==> config.mk <==
export PLATFORM = sky130hd
export DESIGN_NAME = multicycle_control
export DESIGN_NICKNAME = d
export VERILOG_FILES = /design/src/rtl/multicycle_control.sv
export SDC_FILE = /design/constraint.sdc
export NUM_CORES = 1
export LEC_CHECK = 0
export CORE_ASPECT_RATIO = 0.9
export CORE_MARGIN = 3
export CORE_UTILIZATION = 54
export DETAILED_ROUTE_END_ITERATION = 6
export GPL_TIMING_DRIVEN = 0
export HOLD_SLACK_MARGIN = 0.05
export PLACE_DENSITY_LB_ADDON = 0.08
export SLEW_MARGIN = 10
export SYNTH_ARGS = -nofsm -noshare
export SYNTH_HDL_FRONTEND = slang
export SYNTH_SLANG_ARGS = --single-unit
==> constraint.sdc <==
create_clock -name clk -period 3 [get_ports clk]
set_input_delay 0.3 -clock clk [delete_from_list [all_inputs] [get_ports clk]]
set_output_delay 0.3 -clock clk [all_outputs]
set_load 0.005 [all_outputs]
==> src/rtl/multicycle_control.sv <==
// Main control FSM for the multi-cycle MIPS datapath.
// The Moore control word is registered together with the state. The write enables
// are then gated combinationally by (run & ~rst), so a frozen or resetting CPU
// never writes anything.
module multicycle_control #(
    parameter int unsigned CNT_WIDTH = 32
) (
    input  logic                 clk,
    input  logic                 rst,
    input  logic                 run,
    input  logic [5:0]           opcode,
    output logic                 PCWrite,
    output logic                 Branch,
    output logic                 IorD,
    output logic                 MemRead,
    output logic                 MemWrite,
    output logic                 IRWrite,
    output logic                 RegDst,
    output logic                 MemtoReg,
    output logic                 RegWrite,
    output logic                 ALUSrcA,
    output logic [1:0]           ALUSrcB,
    output logic                 ALUOp1,
    output logic                 ALUOp0,
    output logic [1:0]           PCSrc,
    output logic [3:0]           state,
    output logic                 instr_done,
    output logic                 illegal,
    output logic [CNT_WIDTH-1:0] instr_cnt
);

    localparam logic [5:0] OpRtype = 6'b000000;
    localparam logic [5:0] OpLw    = 6'b100011;
    localparam logic [5:0] OpSw    = 6'b101011;
    localparam logic [5:0] OpBeq   = 6'b000100;
    localparam logic [5:0] OpAddi  = 6'b001000;
    localparam logic [5:0] OpJ     = 6'b000010;

    typedef enum logic [3:0] {
        StFetch  = 4'd0,
        StDecode = 4'd1,
        StMemAdr = 4'd2,
        StMemRd  = 4'd3,
        StMemWb  = 4'd4,
        StMemWr  = 4'd5,
        StExec   = 4'd6,
        StAluWb  = 4'd7,
        StBranch = 4'd8,
        StAddiEx = 4'd9,
        StAddiWb = 4'd10,
        StJump   = 4'd11
    } state_e;

    typedef struct packed {
        logic       pc_write;
        logic       branch;
        logic       ior_d;
        logic       mem_read;
        logic       mem_write;
        logic       ir_write;
        logic       reg_dst;
        logic       mem_to_reg;
        logic       reg_write;
        logic       alu_src_a;
        logic [1:0] alu_src_b;
        logic [1:0] alu_op;
        logic [1:0] pc_src;
    } ctrl_t;

    state_e                state_q, state_d;
    ctrl_t                 ctrl_q;
    logic [CNT_WIDTH-1:0]  cnt_q;
    logic                  go;
    logic                  op_legal;
    logic                  retire_state;
    logic                  bad_decode;

    // Moore control word for a given state; unreachable encodings drive nothing.
    function automatic ctrl_t ctrl_of(state_e s);
        ctrl_t c;
        c = '0;
        case (s)
            StFetch: begin
                c.mem_read  = 1'b1;
                c.ir_write  = 1'b1;
                c.pc_write  = 1'b1;
                c.alu_src_b = 2'b01;
            end
            StDecode: c.alu_src_b = 2'b11;
            StMemAdr: begin
                c.alu_src_a = 1'b1;
                c.alu_src_b = 2'b10;
            end
            StMemRd: begin
                c.ior_d    = 1'b1;
                c.mem_read = 1'b1;
            end
            StMemWb: begin
                c.mem_to_reg = 1'b1;
                c.reg_write  = 1'b1;
            end
            StMemWr: begin
                c.ior_d     = 1'b1;
                c.mem_write = 1'b1;
            end
            StExec: begin
                c.alu_src_a = 1'b1;
                c.alu_op    = 2'b10;
            end
            StAluWb: begin
                c.reg_dst   = 1'b1;
                c.reg_write = 1'b1;
            end
            StBranch: begin
                c.alu_src_a = 1'b1;
                c.alu_op    = 2'b01;
                c.pc_src    = 2'b01;
                c.branch    = 1'b1;
            end
            StAddiEx: begin
                c.alu_src_a = 1'b1;
                c.alu_src_b = 2'b10;
            end
            StAddiWb: c.reg_write = 1'b1;
            StJump: begin
                c.pc_src   = 2'b10;
                c.pc_write = 1'b1;
            end
            default: c = '0;
        endcase
        return c;
    endfunction

    assign go       = run & ~rst;
    assign op_legal = (opcode == OpRtype) || (opcode == OpLw) || (opcode == OpSw) ||
                      (opcode == OpBeq) || (opcode == OpAddi) || (opcode == OpJ);

    // Next-state selection; opcode is only consulted while the IR is stable.
    always_comb begin
        state_d = StFetch;
        case (state_q)
            StFetch:  state_d = StDecode;
            StDecode: begin
                if (opcode == OpLw || opcode == OpSw) state_d = StMemAdr;
                else if (opcode == OpRtype)           state_d = StExec;
                else if (opcode == OpBeq)             state_d = StBranch;
                else if (opcode == OpAddi)            state_d = StAddiEx;
                else if (opcode == OpJ)               state_d = StJump;
                else                                  state_d = StFetch;
            end
            StMemAdr: state_d = (opcode == OpLw) ? StMemRd : StMemWr;
            StMemRd:  state_d = StMemWb;
            StExec:   state_d = StAluWb;
            StAddiEx: state_d = StAddiWb;
            default:  state_d = StFetch;
        endcase
    end

    // State, registered control word and retire counter; everything holds while run=0.
    always_ff @(posedge clk) begin
        if (rst) begin
            state_q <= StFetch;
            ctrl_q  <= ctrl_of(StFetch);
            cnt_q   <= '0;
        end else if (run) begin
            state_q <= state_d;
            ctrl_q  <= ctrl_of(state_d);
            if (instr_done) cnt_q <= cnt_q + CNT_WIDTH'(1);
        end
    end

    // Retire and illegal detection, combinational in the instruction's last cycle.
    always_comb begin
        retire_state = (state_q == StMemWb) || (state_q == StMemWr) ||
                       (state_q == StAluWb) || (state_q == StBranch) ||
                       (state_q == StAddiWb) || (state_q == StJump);
        bad_decode   = (state_q == StDecode) && !op_legal;
        instr_done   = go & (retire_state | bad_decode);
        illegal      = go & bad_decode;
    end

    assign PCWrite   = ctrl_q.pc_write  & go;
    assign Branch    = ctrl_q.branch    & go;
    assign IRWrite   = ctrl_q.ir_write  & go;
    assign MemWrite  = ctrl_q.mem_write & go;
    assign RegWrite  = ctrl_q.reg_write & go;
    assign IorD      = ctrl_q.ior_d;
    assign MemRead   = ctrl_q.mem_read;
    assign RegDst    = ctrl_q.reg_dst;
    assign MemtoReg  = ctrl_q.mem_to_reg;
    assign ALUSrcA   = ctrl_q.alu_src_a;
    assign ALUSrcB   = ctrl_q.alu_src_b;
    assign ALUOp1    = ctrl_q.alu_op[1];
    assign ALUOp0    = ctrl_q.alu_op[0];
    assign PCSrc     = ctrl_q.pc_src;
    assign state     = state_q;
    assign instr_cnt = cnt_q;

endmodule

=== Yosys cells after proc, flatten, opt, wreduce, memory -nomap -nowiden ===
Index checks and enable logic that the tools add are counted.
W data, S select, Z words.

* $add $sub $neg: 1
* Equal/unequal tests: 27
* Mux-type cells: 20
* Bitwise operators: 10
* Reduce and logical (&&, ||, !) cells: 23

{| class="wikitable"
|+ Operators with widths
! cell !! number
|-
| $add A32 B1 Y32 const B || 1
|-
| $eq A4 B3 Y1 const B || 8
|-
| $eq A4 B4 Y1 const B || 8
|-
| $pmux W4 S6 || 1
|-
| $mux W4 || 5
|-
| $eq A4 B2 Y1 const B || 4
|-
| $eq A6 B6 Y1 const B || 2
|-
| $logic_or A1 B1 Y1 || 11
|-
| $mux W1 || 10
|-
| $and A1 B1 Y1 || 8
|-
| $eq A4 B1 Y1 const B || 2
|-
| $logic_not A4 Y1 || 2
|-
| $pmux W2 S2 || 2
|-
| $reduce_or A2 Y1 || 4
|-
| $eq A6 B2 Y1 const B || 1
|-
| $eq A6 B3 Y1 const B || 1
|-
| $eq A6 B4 Y1 const B || 1
|-
| $logic_not A6 Y1 || 1
|-
| $pmux W2 S3 || 1
|-
| $reduce_or A4 Y1 || 1
|-
| $mux W3 || 1
|-
| $reduce_or A3 Y1 || 1
|-
| $reduce_and A2 Y1 || 1
|-
| $logic_and A1 B1 Y1 || 1
|-
| other kinds (3) || 3
|}

* Register bits: 52
* Input bits: 9
* Output and inout port bits: 54
* Logic and storage cells: 96

=== Depth between registers and ports, before layout ===
* Depth after elaboration: 11
* Depth in mapped cells: 8
* Depth with buffers taken out: 6

=== Worst setup path before layout ===
Ideal clock, no wire load.

* Kind: input to register
* Start: in opcode[2]
* End: reg cnt_q[12] (netlist: instr_cnt[12])
* Setup time: 115 ps
* Arrival time: 1,789 ps
* Data required time: 2,885 ps
* Path slack: 1,096 ps
* Cell stages on the path: 8
* Path buffers: 3
* Path through: buf_6 -> maj3_2 -> o32a_4 -> o211ai_4 -> buf_6 -> buf_8 -> nor4_1 -> o21a_1

* Word-level cells in the longest chain between the ends: 11
* Elaborated cells on any way between the ends: 16
* Those cells by class: eq/ne (5); bitwise (2); reduce/logical (9)

{| class="wikitable"
|+ RTL lines
! what !! RTL line !! source
|-
| start, declared || 11 || <nowiki>input logic [5:0] opcode,</nowiki>
|-
| $eq A6 B6 Y1 / $logic_not A6 Y1 (equally long branches) || 135 || <nowiki>assign op_legal = (opcode == OpRtype) || (opcode == OpLw) || (opcode == OpSw) ||</nowiki>
|-
| $logic_or A1 B1 Y1 (3 in series) || 135 ||
|-
| $logic_or A1 B1 Y1 || 136 || <nowiki>(opcode == OpBeq) || (opcode == OpAddi) || (opcode == OpJ);</nowiki>
|-
| $logic_or A1 B1 Y1 (*) || 136 ||
|-
| $logic_not A1 Y1 (*) || 177 || <nowiki>bad_decode = (state_q == StDecode) && !op_legal;</nowiki>
|-
| $logic_and A1 B1 Y1 (*) || 177 ||
|-
| $or A1 B1 Y1 (*) || 178 || <nowiki>instr_done = go & (retire_state | bad_decode);</nowiki>
|-
| $and A1 B1 Y1 (*) || 178 ||
|-
| $reduce_and A2 Y1 (no source line) (*) || - ||
|-
| end signal, assigned || 168 || <nowiki>if (instr_done) cnt_q <= cnt_q + CNT_WIDTH'(1);</nowiki>
|-
| end, declared || 72 || <nowiki>logic [CNT_WIDTH-1:0] cnt_q;</nowiki>
|}

Every way passes the cells marked *; elsewhere a longest branch is shown, timed or not.
A chain may end at the register's enable or synchronous reset.

=== Worst setup path in the final report ===
* Start: in opcode[1]
* End: out instr_done

* Word-level cells in the longest chain between the ends: 10
* Elaborated cells on any way between the ends: 15
* Those cells by class: eq/ne (5); bitwise (2); reduce/logical (8)

{| class="wikitable"
|+ RTL lines
! what !! RTL line !! source
|-
| $eq A6 B6 Y1 / $logic_not A6 Y1 (equally long branches) || 135 ||
|-
| $logic_or A1 B1 Y1 (3 in series) || 135 ||
|-
| $logic_or A1 B1 Y1 || 136 ||
|-
| $logic_or A1 B1 Y1 (*) || 136 ||
|-
| $logic_not A1 Y1 (*) || 177 ||
|-
| $logic_and A1 B1 Y1 (*) || 177 ||
|-
| $or A1 B1 Y1 (*) || 178 ||
|-
| $and A1 B1 Y1 (*) || 178 ||
|-
| end, declared || 27 || <nowiki>output logic instr_done,</nowiki>
|}

Marked as above.

==> impl_results.md <==
- Clock Power Share: 0.365
- CP Class: in -> out
- Final ANT Viol Nets: 0
- Leakage power: 1.18 nW
- Post_cts resized: 0
- Final setup viols: 0
- Synth async-reset ratio: 0
- DIE AREA: 0.00606 mm²
- Ordered list of cells on the worst path: clkdlybuf4s50_1 -> maj3_2 -> o32a_4 -> o211ai_4 -> buf_6 -> inv_2 -> clkdlybuf4s50_1
- Sw Ratio: 0.257
- Crit path max fanout: 10
- Post-Route WL: around 7.5 mm
- YS warnings: 0
- Postcts setup bufs: 0
- Pin count of the biggest net entering global routing: 17
- MaxCap Viol Count: 0
- Syn Std Cell Area: around 0.0028 mm²
- Cell Pwr Density: 378 mW/mm²
- Worst-margin pin slew: 0.933 ns
- Via density: between 6 and 7
- Core Box Area: between 0.004 and 0.005 mm²
- CP max stage cell: clkdlybuf4s50_1
- DRC viols: 0
- Iteration-0 DRC count of the detailed router: 198
- Root Driver: clkbuf_8
- GRT overflow: 0
- Worst EP required: 2.70 ns
- WP data arrival: 2.58 ns
- Seq pwr share: 0.506
- Initial antenna violation count: 0
- EDFF count, synth: 0
- CTS sink cnt: 50
- Peak per-stage delay on the critical path: about 0.52 ns
- Syn Nets: between 300 and 400
- I/O pins: 63
- Detailed Routing Iterations Pass 1: 5
- Number of buffers inserted by port buffering: 60
- Psw: 0.348 mW
- RSZ-0062 raised after global routing: no
- Tmin final: 2.88 ns
- Main flop type after synthesis: dfxtp_1
- Hold buffers post-CTS: 0
- Flops & latches, synth: 50
- N_diodes: 0
- Average size of a mapped cell: between 8 and 9 µm²
- Starting Density: 0.566
- Final TNS setup: 0 ns
- Final Net Count: between 400 and 500
- Int Power: 1.01 mW
- Library cells used by synthesis: 64
- FF+latch area: 0.00100 mm²
- Most used cell, CP: clkdlybuf4s50_1
- Final worst slack: 0.124 ns
- Combinational power share: 0.129
- Clk_skew: 0.00715 ns
- Bufs on Longest Clock Path: 2
- CTS clk-pin slew, worst paths: 0.10 ns
- CTS Buf Count: 5
- CTS tree: built
- Multi-input logic area: 0.00158 mm²
- # fillers: 411
- All-Layer GR Usage: 0.254
- Routed WL per cell: 16.4 µm
- Worst slew margin: 0.369
- Layout area overhead: 28.5%
- Post-Syn Instances: 324
- Hold crit path type: in -> reg
- Pre-CTS worst setup slack: about 0.12 ns
- Max Fclk: 348 MHz
- Routability-driven placement congestion ratio: 0.907
- H-tree levels: 2
- Max Slew Vio Count: 0
- Final Hold Viols: 0
- Bufs and invs on worst path: 4
- Core Rows: 24
- Outcome: completed
- Fin crit share: 0.959
- Layout cells sized above 1: 0.112
- Vias in the first global route: around 2.5k
- Vias post-DR: ~2.8k
- Chip width: 81.7 µm
- First-pass GRT wire length: 12.2 mm
- Seq/Total Area, Yosys: 0.359
- Worst skew pair latency: 0.31 ns
- Critical Path Sink Type: primary output
- Dpl hpwl: 5.45 mm
- Final Util: 0.727
- Die H: 74.2 µm
- Top delay family on crit path: buffers and inverters
- Critical Path Start Type: input pin
- Peak VDD IR: 262 µV
synthesized netlist by cell type, types with 3 or more instances:
cell type | n | share of area
mux2i_1 | 5 | 0.018
clkbuf_1 | 10 | 0.013
o31ai_1 | 16 | 0.043
or4_1 | 13 | 0.035
and3_1 | 3 | 0.0067
and2_1 | 7 | 0.016
inv_1 | 7 | 0.0094
nand2_1 | 25 | 0.034
o211ai_1 | 3 | 0.0081
xnor2_1 | 4 | 0.013
xor2_1 | 3 | 0.0094
a211oi_1 | 8 | 0.022
a21oi_1 | 31 | 0.056
o21a_1 | 4 | 0.011
o41ai_1 | 4 | 0.013
nor4_1 | 3 | 0.0067
nand3_1 | 12 | 0.022
nand4_1 | 11 | 0.025
o21ai_1 | 3 | 0.0054
dfxtp_1 | 50 | 0.36
o21ai_0 | 9 | 0.016
or3_1 | 11 | 0.025
buf_6 | 3 | 0.012
nor2_1 | 18 | 0.024
buf_2 | 4 | 0.0072
buf_4 | 7 | 0.019
nor3_1 | 5 | 0.0090
cell families (layout without fill, tap and decap cells):
kind of cell | after synthesis | in the layout | synth area share
and+or+nand+nor | 130 | 130 | 0.273
AOI/OAI and AO/OA | 96 | 96 | 0.246
DFF | 50 | 50 | 0.359
buffers and inverters | 34 | 102 | 0.0732
xor gates and xnor gates | 7 | 7 | 0.0220
muxes | 5 | 5 | 0.0180
adders and majority gates | 2 | 2 | 0.00853
cell usage in the layout, fill, tap and decap left out, types with 5 or more instances in the layout:
cell,count
a211oi_1,8
a21oi_1,31
and2_1,7
buf_4,7
clkbuf_1,10
clkbuf_8,5
clkdlybuf4s50_1,60
dfxtp_1,50
inv_1,7
mux2i_1,5
nand2_1,25
nand3_1,12
nand4_1,11
nor2_1,18
nor3_1,5
o21ai_0,9
o31ai_1,16
or3_1,11
or4_1,13
path summary, 6_finish.rpt:
path                            slack [ns]          to       start  cells past startpoint
worst max-delay path                  0.12  instr_done   opcode[1]                      7
worst min register to register        0.47  ctrl_q[10]  ctrl_q[10]                      2
worst max register to register        0.67  ctrl_q[15]    state[0]                      6
worst min-delay path                  0.38    state[1]         run                      3
final cells by class:
type | count | area share
timing repair buffer | 60 | 0.168
inverter | 8 | 0.00838
multi-input combinational | 240 | 0.442
clock inverter | 3 | 0.0122
buffer | 26 | 0.0486
sequential | 50 | 0.279
tap | 65 | 0.0227
clock buffer | 5 | 0.0192
metal layers:
layer / track usage / wire length [µm]
met5: 0 / 0
met4: 0.0609 / 65
met3: 0.0484 / 524
met2: 0.393 / 3330
met1: 0.367 / 3600
power by group through the flow:
| stage | clock [mW] | sequential [mW] | combinational [mW] |
|---|---|---|---|
| after floorplan | 0 | 0.698 | 0.109 |
| after global routing | 0.524 | 0.686 | 0.190 |
| after detailed placement | 0 | 0.699 | 0.171 |
| after CTS | 0.500 | 0.684 | 0.173 |
| final | 0.494 | 0.684 | 0.175 |
| after global placement | 0 | 0.699 | 0.169 |
worst reg2reg max path, cell delays in order, from the launching register on:
cell	delay (ns)
dfxtp_1	0.38
buf_4	0.18
nor4b_2	0.33
nor4b_1	0.81
nor3_2	0.20
nand4_1	0.20
a31oi_1	0.10
stage by stage:
step	cells	area [µm²]	hold slack (ns)	power, mW
final	457	3580	0.383	1.35
after global routing	457	3580	0.406	1.40
after CTS	457	3580	0.366	1.36
after detailed placement	449	3470	0.448	0.871
after global placement	449	3470	0.443	0.868
after floorplan	324	2790	0.430	0.807
flip-flops by register name, indices dropped and copies added, names as in the netlist:
| signal | count |
|---|---|
| MemtoReg | 1 |
| MemRead | 1 |
| PCSrc | 1 |
| state | 4 |
| IorD | 1 |
| ALUSrcB | 2 |
| ALUSrcA | 1 |
| RegDst | 1 |
| ALUOp0 | 1 |
| ctrl_q | 4 |
| ALUOp1 | 1 |
| instr_cnt | 32 |
No activity file was read; power rests on OpenSTA's default activity.
